===== config.mk =====
export PLATFORM = sky130hd
export DESIGN_NAME = pio_osr
export DESIGN_NICKNAME = d
export VERILOG_FILES = /design/src/rtl/pio_osr.sv
export SDC_FILE = /design/constraint.sdc
export NUM_CORES = 1
export LEC_CHECK = 0
export ABC_AREA = 1
export CAP_MARGIN = 20
export CORE_UTILIZATION = 40
export CTS_CLUSTER_DIAMETER = 150
export DETAILED_ROUTE_END_ITERATION = 7
export PLACE_DENSITY = 0.66
export SLEW_MARGIN = 10
export SYNTH_ARGS = -nofsm -noshare
export SYNTH_HDL_FRONTEND = slang
export SYNTH_SLANG_ARGS = --single-unit

===== constraint.sdc =====
create_clock -name clk -period 3.7 [get_ports clk]
set_clock_uncertainty 0.1 [all_clocks]
set_input_delay 0.74 -clock clk [delete_from_list [all_inputs] [get_ports clk]]
set_output_delay 0.74 -clock clk [all_outputs]
set_load 0.01 [all_outputs]

===== src/rtl/pio_osr.sv =====
// Output shift register for one PIO state machine: holds the word being shifted out
// to X/Y/pins/PC/ISR, handles PULL, autopull refill, MOV-to-OSR and stall requests.
module pio_osr (
   input  logic        clk,
   input  logic        reset_n,
   input  logic        penable,
   input  logic        stalled,
   input  logic        shift_dir,
   input  logic        auto_pull,
   input  logic [4:0]  pull_thresh,
   input  logic        do_out,
   input  logic [4:0]  out_count,
   input  logic        do_pull,
   input  logic        pull_block,
   input  logic        pull_ifempty,
   input  logic        mov_set,
   input  logic [31:0] mov_din,
   input  logic [31:0] x_val,
   input  logic        fifo_empty,
   input  logic [31:0] fifo_dout,
   output logic        fifo_pop,
   output logic [31:0] dout,
   output logic        osr_stall,
   output logic [31:0] osr_val,
   output logic [5:0]  shift_count
);

   logic [31:0] r_osr;
   logic [5:0]  r_count;

   logic [5:0]  w_n;
   logic [5:0]  w_thresh;
   logic        w_full;
   logic        w_act;
   logic        w_mov;
   logic        w_pull;
   logic        w_out;
   logic        w_pull_noop;
   logic        w_pull_fifo;
   logic        w_pull_stall;
   logic        w_pull_x;
   logic        w_out_stall;
   logic        w_out_exec;
   logic        w_refill;
   logic [6:0]  w_sum;
   logic [5:0]  w_count_sat;
   logic [31:0] w_mask;
   logic [31:0] w_shifted;

   // A zero count field encodes a full 32-bit transfer.
   assign w_n      = (out_count == 5'd0)   ? 6'd32 : {1'b0, out_count};
   assign w_thresh = (pull_thresh == 5'd0) ? 6'd32 : {1'b0, pull_thresh};
   assign w_full   = (r_count >= w_thresh);
   assign w_act    = penable & ~stalled;

   // Strobes are meant to be exclusive; resolve overlaps as MOV > PULL > OUT.
   assign w_mov  = w_act & mov_set;
   assign w_pull = w_act & do_pull & ~mov_set;
   assign w_out  = w_act & do_out & ~mov_set & ~do_pull;

   assign w_pull_noop  = (auto_pull | pull_ifempty) & ~w_full;
   assign w_pull_fifo  = w_pull & ~w_pull_noop & ~fifo_empty;
   assign w_pull_stall = w_pull & ~w_pull_noop & fifo_empty & pull_block;
   assign w_pull_x     = w_pull & ~w_pull_noop & fifo_empty & ~pull_block;

   assign w_out_stall = w_out & auto_pull & w_full;
   assign w_out_exec  = w_out & ~w_out_stall;

   // Refill runs in the background, even while the sequencer is stalled elsewhere.
   assign w_refill = penable & auto_pull & w_full & ~fifo_empty & ~w_mov & ~w_pull;

   assign fifo_pop  = w_pull_fifo | w_refill;
   assign osr_stall = w_out_stall | w_pull_stall;

   // Shifting a 32-bit value by 32 yields zero, which gives the n=32 cases for free.
   assign w_mask    = ~(32'hFFFF_FFFF << w_n);
   assign dout      = shift_dir ? (r_osr & w_mask) : (r_osr >> (6'd32 - w_n));
   assign w_shifted = shift_dir ? (r_osr >> w_n) : (r_osr << w_n);

   assign w_sum       = {1'b0, r_count} + {1'b0, w_n};
   assign w_count_sat = (w_sum > 7'd32) ? 6'd32 : w_sum[5:0];

   always_ff @(posedge clk) begin
      if (!reset_n) begin
         r_osr   <= 32'd0;
         r_count <= 6'd32;
      end else if (w_mov) begin
         r_osr   <= mov_din;
         r_count <= 6'd0;
      end else if (w_pull_fifo | w_refill) begin
         r_osr   <= fifo_dout;
         r_count <= 6'd0;
      end else if (w_pull_x) begin
         r_osr   <= x_val;
         r_count <= 6'd0;
      end else if (w_out_exec) begin
         r_osr   <= w_shifted;
         r_count <= w_count_sat;
      end
   end

   assign osr_val     = r_osr;
   assign shift_count = r_count;

endmodule

* Yosys cells after proc, flatten, opt, wreduce, memory -nomap -nowiden *
Cells that the tools add are included.

word-level totals
  bits in registers = 38
  word-level logic and storage cells = 65

operators by class
  add/subtract/negate cells = 2
  magnitude comparators = 2
  shift operators = 4
  mux-type cells = 13
  bitwise logic cells = 37
  reduce and logical (&&, ||, !) cells = 4

operators with widths
  kind                     count
  $mux W32                 6
  $shr A32 B6 Y32          2
  $mux W6                  7
  $and A32 B32 Y32         1
  $not A32 Y32             1
  $shl A32 B6 Y32          1
  $shl A32 B6 Y32 const A  1
  $and A1 B1 Y1            21
  $not A1 Y1               11
  $logic_not A5 Y1         2
  $add A6 B6 Y7            1
  $gt A7 B6 Y1 const B     1
  $ge A6 B6 Y1             1
  $sub A6 B6 Y6 const A    1
  $reduce_bool A4 Y1       1
  $reduce_or A4 Y1         1
  $or A1 B1 Y1             3

* Depth between registers and ports, before layout *
Gate-level depths: netlist (run 1).

  depth after elaboration = 13
  mapped depth = 19

* Least setup slack after synthesis (run 1) *
No wires, ideal clock.

  kind = in2out
  start point = input port out_count[1]
  end point = output port dout[1]
  arrival time = 2880 ps
  required time = 2860 ps
  path slack = -20 ps
  stages = 13
  cell sequence = buf_2 -> buf_2 -> buf_2 -> clkbuf_1 -> ha_1 -> clkbuf_1 -> clkbuf_1 -> nand3_1 -> o211ai_1 -> o21ai_0 -> o21ai_0 -> o21ai_1 -> o22ai_1

on the way
  longest elaborated chain between the ends = 6
  elaborated cells on any way between the ends = 8

RTL lines
  what                                                                   line  text
  from (decl)                                                            12    input logic [4:0] out_count,
  $logic_not A5 Y1                                                       51    assign w_n = (out_count == 5'd0) ? 6'd32 : {1'b0, out_count};
  $mux W6 (*)                                                            51
  parallel branches: the longest is 3 deep, another holds $sub A6 B6 Y6  --
  $mux W32 (*)                                                           77    assign dout = shift_dir ? (r_osr & w_mask) : (r_osr >> (6'd32 - w_n));
  to (decl)                                                              22    output logic [31:0] dout,

Every way passes the cells marked *.

* Worst setup path after layout (run 1) *
  start point = input port out_count[0]
  end point = output port dout[1]

The elaborated chain is that of the path after synthesis.

==> results of run 1 <==
## registers in the layout (all words and copies together) (netlist names)
register     flops
shift_count      6
osr_val         32
## metrics by stage
stage	area [µm²]	std cells
final	11800	2197
after CTS	11600	2196
after detailed placement	11400	2187
after floorplan	8130	1636
after global routing	11800	2197
after global placement	11400	2187
## final cells by class
| class | instances | share of cell area (%) |
|---|---|---|
| clock buffers | 5 | 1.06 |
| clock inverters | 3 | 0.382 |
| inverters | 128 | 4.08 |
| multi-input cells | 1364 | 55.5 |
| flip-flops and latches | 38 | 6.46 |
| well taps | 265 | 2.82 |
| repair buffers | 394 | 29.7 |
## power breakdown
| part | internal, W | switching (W) | total [W] |
|---|---|---|---|
| Combinational | 0.000750 | 0.00111 | 0.00186 |
| Sequential | 0.000444 | 0.0000624 | 0.000506 |
| Clock | 0.000318 | 0.000169 | 0.000487 |
| Total | 0.00151 | 0.00134 | 0.00285 |
## worst max-delay path by stage
stage	to	slack [ps]	cells past startpoint
2_1_floorplan	dout[8]	30	13
3_3_place_gp	dout[1]	-740	12
3_5_place_dp	dout[1]	-650	12
4_1_cts	dout[15]	-200	12
5_1_grt	dout[1]	-150	12
6_report	dout[1]	-40	12
## per-layer routing
layer	part of all wire, %	up-vias	GRT usage (%)
met5	0	-	0
li1	-	5974	-
met3	13	126	10.0
met2	43	874	66.0
met1	39	5622	55.5
met4	4.4	0	17.1
## cells by family after synthesis
group / count (synthesis) / share of synthesized area, %
AO/OA/AOI/OAI: 239 / 16.2
XOR/XNOR: 5 / 0.631
adder cells (fa/ha/maj): 17 / 2.71
buffers and inverters: 234 / 12.2
flip-flops: 38 / 9.35
multiplexers: 6 / 0.738
AND/OR/NAND/NOR: 1097 / 58.2
## cells in the final DEF, fill, tap and decap left out, types with 6 or more instances in the layout
cell type        instances
clkdlybuf4s50_1        151
nand2_1                603
inv_2                   14
buf_4                  195
dlygate4sd2_1           18
o22ai_1                 13
dlymetal6s2s_1           7
o211ai_1                10
nand3_1                295
nand2_2                  9
dfxtp_1                 38
buf_12                   7
o21ai_2                  6
or2_2                   36
o21ai_0                 56
a21oi_1                 58
nor2_1                 109
o21ai_1                 67
ha_1                    13
inv_1                  113
nand4_1                 20
## timing repair
action / 4_1_cts / 5_1_grt
setup buffers: 1 / 1
endpoints found under the setup margin: 34 / 47
gates resized for setup: 65 / 50
pin swaps: 5 / 9
hold buffers: 0 / 0
gates cloned: 0 / 0
## worst reg2reg max path, cell delays in order (launching register included)
cell	delay, ps
dfxtp_1	390
inv_1	70
ha_1	290
inv_1	50
nand2_1	50
nand2_1	50
nand2_1	50
nand2_1	100
nand3_2	90
nand2_1	90
nand2_1	80
nand2_2	130
buf_4	250
nand2_2	160
nor2_4	140
inv_2	150
buf_4	190
o21ai_1	130
a21oi_1	60
==> metrics.md, run 1 <==
| Metric | Value |
|---|---|
| Sequential fraction of the synthesis area | under 10% |
| Routed WL per cell | 20.4 µm |
| Pwr Density | about 240 mW/mm² |
| Status | finished, violations left |
| Core footprint | ~0.020 mm² |
| Max H-tree Level | 2 |
| Final Slew Violations | 0 |
| Placer Congestion | ~1.1 |
| Clock Pin Slew Worst Setup and Hold Paths | around 60 ps |
| Vias in the first global route | ~11000 |
| Mapped Cells | ~1600 |
| Reg2Reg Depth | 18 |
| Syn_area_per_cell | 4.97 µm² |
| Clock sinks | 38 |
| FILL cells | 2039 |
| Die Height | about 140 µm |
| Largest net degree at the start of global routing | 57 |
| Slowest cell on crit path | ha_1 |
| ANT cells | 0 |
| Post-DP HPWL | between 30 and 40 mm |
| TNS Setup | -39.5 ps |
| I/O Buffers | about 190 |
| Via count | 12600 |
| Failing checks | setup timing |
| Total Power | about 0.0029 W |
| Layout Utilization | 59.7% |
| Distinct cell type count after synthesis | 46 |
| WS Path Type | input port to primary output |
| Bufs and invs on worst path | 5 |
| 1st-iter DRT viols | between 1500 and 2000 |
| Worst Path Required | ~2900 ps |
| Hold/Removal Path Class | flop to flop |
| Unrepaired setup endpoints after global routing | true |
| GRT overflow | 0 |
| Global-route usage over all layers | 42.3% |
| Synth warnings | 0 |
| Mapped cell area | 0.00813 mm² |
| Layout cells sized above 1 | 16.3% |
| Hold WS | approximately 470 ps |
| Hold_sp | osr_val[17]$_SDFFE_PN0P_ |
| VDD IR-drop max | around 250 µV |
| Antenna viol nets, final | 0 |
| Number of setup violations in the final report | 1 |
| Synth Register Bits | 38 |
| Initial Util | between 40% and 50% |
| Worst path max stage delay | 320 ps |
| Worst Hold End | osr_val[17]$_SDFFE_PN0P_ |
| CP startpoint kind | input port |
| Nets@finish | ~2100 |
| Final Critical Period | ~3700 ps |
| RR Endpoint | osr_val[27]$_SDFFE_PN0P_ |
| Most common cell in the netlist | nand2_1 |
| Vias/cell | around 5.7 |
| Post-synth EDFFs | 0 |
| # rows | between 50 and 60 |
| Max Cap Viol | 0 |
| Setup crit start | out_count[0] |
| Worst Path Arrival | between 2000 and 3000 ps |
| Synth Flop Type | dfxtp_1 |
| CTS tree | built |
| Final Hold Fails | 0 |
| CP max FO | 13 |
| Multi-input logic area | around 0.0065 mm² |
| First-pass GRT wire length | roughly 65 mm |
| Synth Net Count | 1771 |
| Worst skew pair latency | ~280 ps |
| Area Overhead vs Synth | 44.8% |
| Top cells by area, synth | nand2_1, nand3_1, dfxtp_1 |
| Synth top area share | between 20% and 30% |
| Worst Tran Pin Value | roughly 670 ps |
| Initial antenna violation count | 0 |
| Drt drc | 0 |
| First-pass DRT Iterations | 6 |
| Crit. End Element | primary output |
| Reg-to-reg startpoint | shift_count[0]$_SDFFE_PP0P_ |
| IO Pins | 190 |
| Ys async rst share | 0% |
| Root Buffer | clkbuf_16 |
| Slew HR | 55.0% |
| Max Clk Rate | 267 MHz |
| P_leak | 6.02 nW |
| Synth area leader | nand2_1 |
| Crit path cell chain | clkdlybuf4s15_2, ha_1, buf_4, buf_4, nand2_1, o21ai_0, buf_4, o21ai_0, o21ai_0, o21ai_1, o22ai_1, dlygate4sd2_1 |
| Delay-heaviest family, CP | buffers and inverters |
| Worst Hold Depth | 2 |
| TritonCTS Buffers | 5 |
| Final Cycle Share | 101% |
| Fin worst setup slack | -39.5 ps |
| Top cells by count, synth | nand2_1, nand3_1, inv_1 |
| Pre-CTS WS | -653 ps |
| Clk buf depth | 2 |
| Die area | approximately 0.021 mm² |
| Die W | 145 µm |
| R2R Setup Slk | 960 ps |
| Seq. cell area | between 700 and 800 µm² |
| Final wirelength | between 40 and 50 mm |
No activity file was read; power rests on OpenSTA's default activity.
==> inputs of run 2 (changes only) <==
--- a/config.mk
+++ b/config.mk
@@ -7,10 +7,10 @@
 export LEC_CHECK = 0
 export ABC_AREA = 1
 export CAP_MARGIN = 20
-export CORE_UTILIZATION = 40
+export CORE_UTILIZATION = 35
 export CTS_CLUSTER_DIAMETER = 150
 export DETAILED_ROUTE_END_ITERATION = 7
-export PLACE_DENSITY = 0.66
+export MAX_ROUTING_LAYER = met4
 export SLEW_MARGIN = 10
 export SYNTH_ARGS = -nofsm -noshare
 export SYNTH_HDL_FRONTEND = slang
==> metrics.md, run 2 (synthesis gave the netlist of run 1 again) <==
| Metric | Value |
|---|---|
| Unrepaired setup endpoints after global routing | true |
| Core footprint | 0.0227 mm² (+15%) |
| Initial antenna violation count | 1 (+1) |
| Max H-tree Level | 2 (unchanged) |
| CTS tree | built |
| Final cell count without fillers | 2212 (+0.68%) |
| Seq. cell area | 761 µm² (unchanged) |
| Slew HR | 59.9% (+5.0 points) |
| Multi-input logic area | 0.00649 mm² (-0.56%) |
| Vias in the first global route | 11300 (+2.3%) |
| Die area | 0.0239 mm² (+14%) |
| Hold WS | 459 ps (-13.9 ps) |
| Max Cap Viol | 0 (unchanged) |
| Fin worst setup slack | 132 ps (+171 ps) |
| Max FFs per register | 32 (unchanged) |
| Clock Pin Slew Worst Setup and Hold Paths | 60 ps (about the same) |
| Clock sinks | 38 (unchanged) |
| FILL cells | 2503 (+23%) |
| Final Slew Violations | 0 (unchanged) |
| # rows | 55 (+7.8%) |
| Clk buf depth | 2 (unchanged) |
| Switching power share of the total | 46.0% (-1.0 points) |
| GRT overflow | 0 (unchanged) |
| I/O Buffers | 189 (unchanged) |
| NetSw | 0.00134 W (-0.30%) |
| Area Overhead vs Synth | 44.4% |
| WS Path Type | input port to primary output |
| First-pass DRT Iterations | 6 (unchanged) |
| Final Hold Fails | 0 (unchanged) |
| Crit. End Element | primary output |
| Status | finished clean |
| Most common cell after layout, fill and taps aside | nand2_1 |
| Final Cycle Share | 96.4% (-4.6 points) |
| Final wirelength | 46.3 mm (+3.4%) |
| Worst Path Arrival | 2730 ps (-170 ps) |
| TNS Setup | 0 ps (+39.5 ps) |
| Worst skew pair latency | 280 ps (about the same) |
| CP startpoint kind | input port |
| Pwr Density | 248 mW/mm² (+2.1%) |
| Initial Util | 35.8% (-5.4 points) |
| 1st-iter DRT viols | 1554 (-9.2%) |
| Slowest cell on crit path | ha_4 |
| Int Power | 0.00157 W (+3.8%) |
| Crit path cell chain | buf_4, inv_2, ha_1, inv_1, ha_4, clkinv_2, buf_4, nand2_1, o21ai_1, buf_4, a21oi_2, o21ai_2, a32oi_1, inv_1, dlygate4sd2_1 |
| Nets@finish | 2060 (-0.29%) |
| Root Buffer | clkbuf_16 |
| Die W | 154 µm (+6.8%) |
| VDD IR-drop max | 202 µV (-18%) |
| Hold/Removal Path Class | flop to flop |
| Antenna viol nets, final | 0 (unchanged) |
| Cell mode on critical path | buf_4 |
| Largest net degree at the start of global routing | 57 (unchanged) |
| Die Height | 154 µm (+6.8%) |
| Worst path max stage delay | 290 ps (-30 ps) |
| First-pass GRT wire length | 67.9 mm (+4.6%) |
| Number of setup violations in the final report | 0 (-1) |
| Most frequent cells in the layout | nand2_1, nand3_1, buf_4, clkdlybuf4s50_1, inv_1 |
| Final Critical Period | 3570 ps (-171 ps) |
| TritonCTS Buffers | 5 (unchanged) |
| Layout cells sized above 1 | 15.4% (-0.88 points) |
| Drt drc | 0 (unchanged) |
| Via count | 12300 (-2.0%) |
| IO Pins | 190 (unchanged) |
| P_leak | 6.02 nW (-0.10%) |
| R2R Setup Slk | 1010 ps (+50 ps) |
| Post-DP HPWL | 38.1 mm (+4.0%) |
| Seq pwr share | 17.5% (-0.2 points) |
| Routed WL per cell | 20.9 µm (+2.7%) |
| CP max FO | 8 (-5) |
| Post-Place Cells | 2200 (+0.59%) |
| Worst Path Required | 2860 ps (about the same) |
| Max Clk Rate | 280 MHz (+4.8%) |
| Vias/cell | 5.58 (-2.7%) |
| Placer Congestion | 1.04 (-1.4%) |
| Global-route usage over all layers | 39.1% (-3.1 points) |
| Worst Tran Pin Value | 601 ps (-72.0 ps) |
| Pre-CTS WS | -680 ps (-27.1 ps) |
| Combinational share of power | 63.2% (-2.0 points) |
| Layout Utilization | 51.7% (-8.0 points) |
| Clk network pwr share | 19.3% (+2.2 points) |
[run 2: cell types whose count changed in the layout (fill, tap and decap cells not counted), sizes merged]
cell,before,now
diode,0,1
bufinv,1,2
inv,127,126
dlymetal6s2s,7,8
buf,208,203
dlygate4sd2,18,25
clkbuf,7,5
clkdlybuf4s15,8,0
clkinv,1,3
clkinvlp,2,0
clkdlybuf4s50,151,152
[run 2: power groups by stage]
stage	Sequential, W	Clock [W]	Combinational (W)
floorplan	0.000501	0	0.000881
global placement	0.000513	0	0.00177
detailed placement	0.000512	0	0.00177
CTS	0.000503	0.000564	0.00178
global route	0.000508	0.000584	0.00197
finish	0.000509	0.000562	0.00184
[run 2: final timing paths]
check                              start                       end  cells past startpoint
min reg2reg     osr_val[17]$_SDFFE_PN0P_  osr_val[17]$_SDFFE_PN0P_                      2
max reg2reg  shift_count[0]$_SDFFE_PP0P_  osr_val[21]$_SDFFE_PN0P_                     18
max                         out_count[0]                  dout[14]                     15
min             osr_val[17]$_SDFFE_PN0P_  osr_val[17]$_SDFFE_PN0P_                      2
[run 2: metrics by stage]
step	area [µm²]	power, W
6_report	11700	0.00291
4_1_cts	11600	0.00285
3_5_place_dp	11400	0.00228
5_1_grt	11700	0.00306
3_3_place_gp	11400	0.00229
2_1_floorplan	8130	0.00138
[run 2: repair_timing]
action	4_1_cts	5_1_grt
buffers inserted	0	3
pin swaps	7	10
cloned	0	0
endpoints found under the setup margin	34	11
gates resized for setup	62	27
hold buffers	0	0
[run 2: final cells by class]
cell class              count  share of cell area (%)
flip-flops and latches     38                    6.48
clock buffers               5                    1.07
diodes                      1                  0.0213
well taps                 285                    3.04
multi-input cells        1364                    55.3
inverters                 128                    4.14
repair buffers            388                    29.4
clock inverters             3                   0.586
[run 2: metal layers]
layer  up-vias  GRT usage, %  part of all wire (%)
li1       5961             -                     -
met1      5566          51.9                    43
met2       720          60.0                    44
met3        95          5.24                   9.2
met4         0          15.3                   4.3
met5         -             -                     0
[run 2: worst max-delay path, delay by kind of cell]
family / cells / cell delay, ps
AO/OA/AOI/OAI: 4 / 440
AND/OR/NAND/NOR: 1 / 60
adder cells (fa/ha/maj): 2 / 460
buffers and inverters: 8 / 1030
==> inputs of run 3 (changes only) <==
==> constraint.sdc (replaced) <==
create_clock -name clk -period 4.4 [get_ports clk]
set_clock_uncertainty 0.1 [all_clocks]
set_input_delay 0.88 -clock clk [delete_from_list [all_inputs] [get_ports clk]]
set_output_delay 0.88 -clock clk [all_outputs]
set_load 0.01 [all_outputs]
==> metrics.md, run 3 (synthesis gave the netlist of run 1 again) <==
| Metric | Value |
|---|---|
| Die area | 0.0239 mm² (unchanged) |
| Final Slew Violations | 0 (unchanged) |
| Final Cycle Share | a little over nine tenths |
| P_leak | 5.86 nW (-2.6%) |
| Initial antenna violation count | 0 (-1) |
| Drt drc | 0 (unchanged) |
| IO Pins | 190 (unchanged) |
| Root Buffer | clkbuf_16 |
| Worst Path Arrival | 3360 ps (+630 ps) |
| Pwr Density | 202 mW/mm² (-18%) |
| Layout cells sized above 1 | 13.7% (-1.8 points) |
| Final wirelength | 46.3 mm (about the same) |
| CTS Hold Bufs | 0 (unchanged) |
| Die W | 154 µm (unchanged) |
| Global-route usage over all layers | 39.1% (about the same) |
| Worst Tran Pin Value | 762 ps (+161 ps) |
| Slew HR | 49.2% (-11 points) |
| ANT cells | 0 (-1) |
| Antenna viol nets, final | 0 (unchanged) |
| Status | finished clean |
| Clock sinks | 38 (unchanged) |
| Placer Congestion | 1.05 (+0.25%) |
| I/O Buffers | 189 (unchanged) |
| Area Overhead vs Synth | 40.8% |
| Most common cell after layout, fill and taps aside | nand2_1 |
| Max H-tree Level | 2 (unchanged) |
| VDD IR-drop max | 215 µV (+6.1%) |
| Final Critical Period | between 4000 and 5000 ps |
| Via count | 12400 (+0.31%) |
| Max Clk Rate | ~230 MHz |
| CTS tree | built |
| Number of setup violations in the final report | 0 (unchanged) |
| TNS Setup | 0 ps (unchanged) |
| Setup bufs post-CTS | 0 (unchanged) |
| Max Cap Viol | 0 (unchanged) |
| # rows | 55 (unchanged) |
| Nets@finish | 2036 (-1.2%) |
| First-pass GRT wire length | 67.8 mm (-0.16%) |
| Most frequent cells in the layout | nand2_1, nand3_1, clkdlybuf4s50_1, buf_4, inv_1 |
| GRT overflow | 0 (unchanged) |
| Crit. End Element | primary output |
| Clock Pin Slew Worst Setup and Hold Paths | 60 ps (about the same) |
| Routed WL per cell | 21.2 µm (+1.2%) |
| CP max FO | 8 (unchanged) |
| Total Power | 0.00232 W (-20%) |
| Die Height | 154 µm (unchanged) |
| Worst skew pair latency | 290 ps (about the same) |
| Core footprint | 0.0227 mm² (unchanged) |
| Initial Util | 35.8% (unchanged) |
| Largest net degree at the start of global routing | 62 (+8.8%) |
| WS Path Type | input port to primary output |
| Hold/Removal Path Class | flop to flop |
| CP startpoint kind | input port |
| Post-DP HPWL | 38.0 mm (-0.12%) |
| Worst Path Required | 3420 ps (+560 ps) |
| Vias/cell | 5.66 (+1.5%) |
| TritonCTS Buffers | 5 (unchanged) |
| Hold WS | 471 ps (+12.1 ps) |
| Clk buf depth | 2 (unchanged) |
| 1st-iter DRT viols | 1654 (+6.4%) |
| Max FFs per register | 32 (unchanged) |
| Unrepaired setup endpoints after global routing | true |
| First-pass DRT Iterations | 6 (unchanged) |
| Final Hold Fails | 0 (unchanged) |
| Vias in the first global route | 11100 (-2.2%) |
run 3: final timing paths:
kind | from | endpoint | slack [ps] | cells past startpoint
max | out_count[0] | dout[3] | 60 | 13
min | shift_count[5]$_SDFFE_PN1P_ | shift_count[5]$_SDFFE_PN1P_ | 470 | 2
max reg2reg | shift_count[0]$_SDFFE_PP0P_ | osr_val[23]$_SDFFE_PN0P_ | 1540 | 17
min reg2reg | shift_count[5]$_SDFFE_PN1P_ | shift_count[5]$_SDFFE_PN1P_ | 470 | 2
run 3: power by group:
group	total [W]	internal, W	switching [W]
sequential	0.000439	0.000373	0.0000660
combinational	0.00151	0.000602	0.000906
clock	0.000371	0.000224	0.000146
total	0.00232	0.00120	0.00112
run 3: area by class of cell:
type	instances	area (µm²)
clock buffers	6	139
clock inverters	2	12.5
fillers	2505	11300
inverters	128	480
multi-input cells	1364	6420
flip-flops and latches	38	761
well taps	285	357
repair buffers	364	3280
run 3: metal layers:
metal	vias to the layer above	share of wire (%)	track usage, %	wire (µm)
met2	700	44	60.0	20300
met3	87	9.6	6.05	4440
met1	5683	43	52.1	19900
met4	0	3.6	13.2	1680
li1	5910	-	-	-
met5	-	0	-	0
run 3: worst max-delay path, cell delays in order:
cell             delay [ps]
dlygate4sd2_1           290
inv_2                   100
ha_1                    180
inv_1                    50
ha_1                    330
buf_4                   190
o21ai_1                 250
buf_4                   170
nand2_1                  40
o21ai_1                 100
o22ai_1                 110
o21ai_1                 130
clkdlybuf4s50_1         550
run 3: repair_timing:
action | in CTS | in global routing
endpoints found under the hold margin | 0 | 0
pin swaps | 1 | 5
setup endpoints to repair | 30 | 17
gates resized for setup | 8 | 30
run 3: metrics by stage:
stage / area (µm²) / util [%] / setup WS (ps) / cells
2_1_floorplan: 8130 / - / 400 / 1636
3_3_place_gp: 11200 / 49.4 / -288 / 2179
3_5_place_dp: 11200 / 49.4 / -269 / 2179
4_1_cts: 11400 / 50.1 / 33.0 / 2187
5_1_grt: 11400 / 50.4 / -13.6 / 2187
6_report: 11400 / 50.4 / 60.9 / 2187
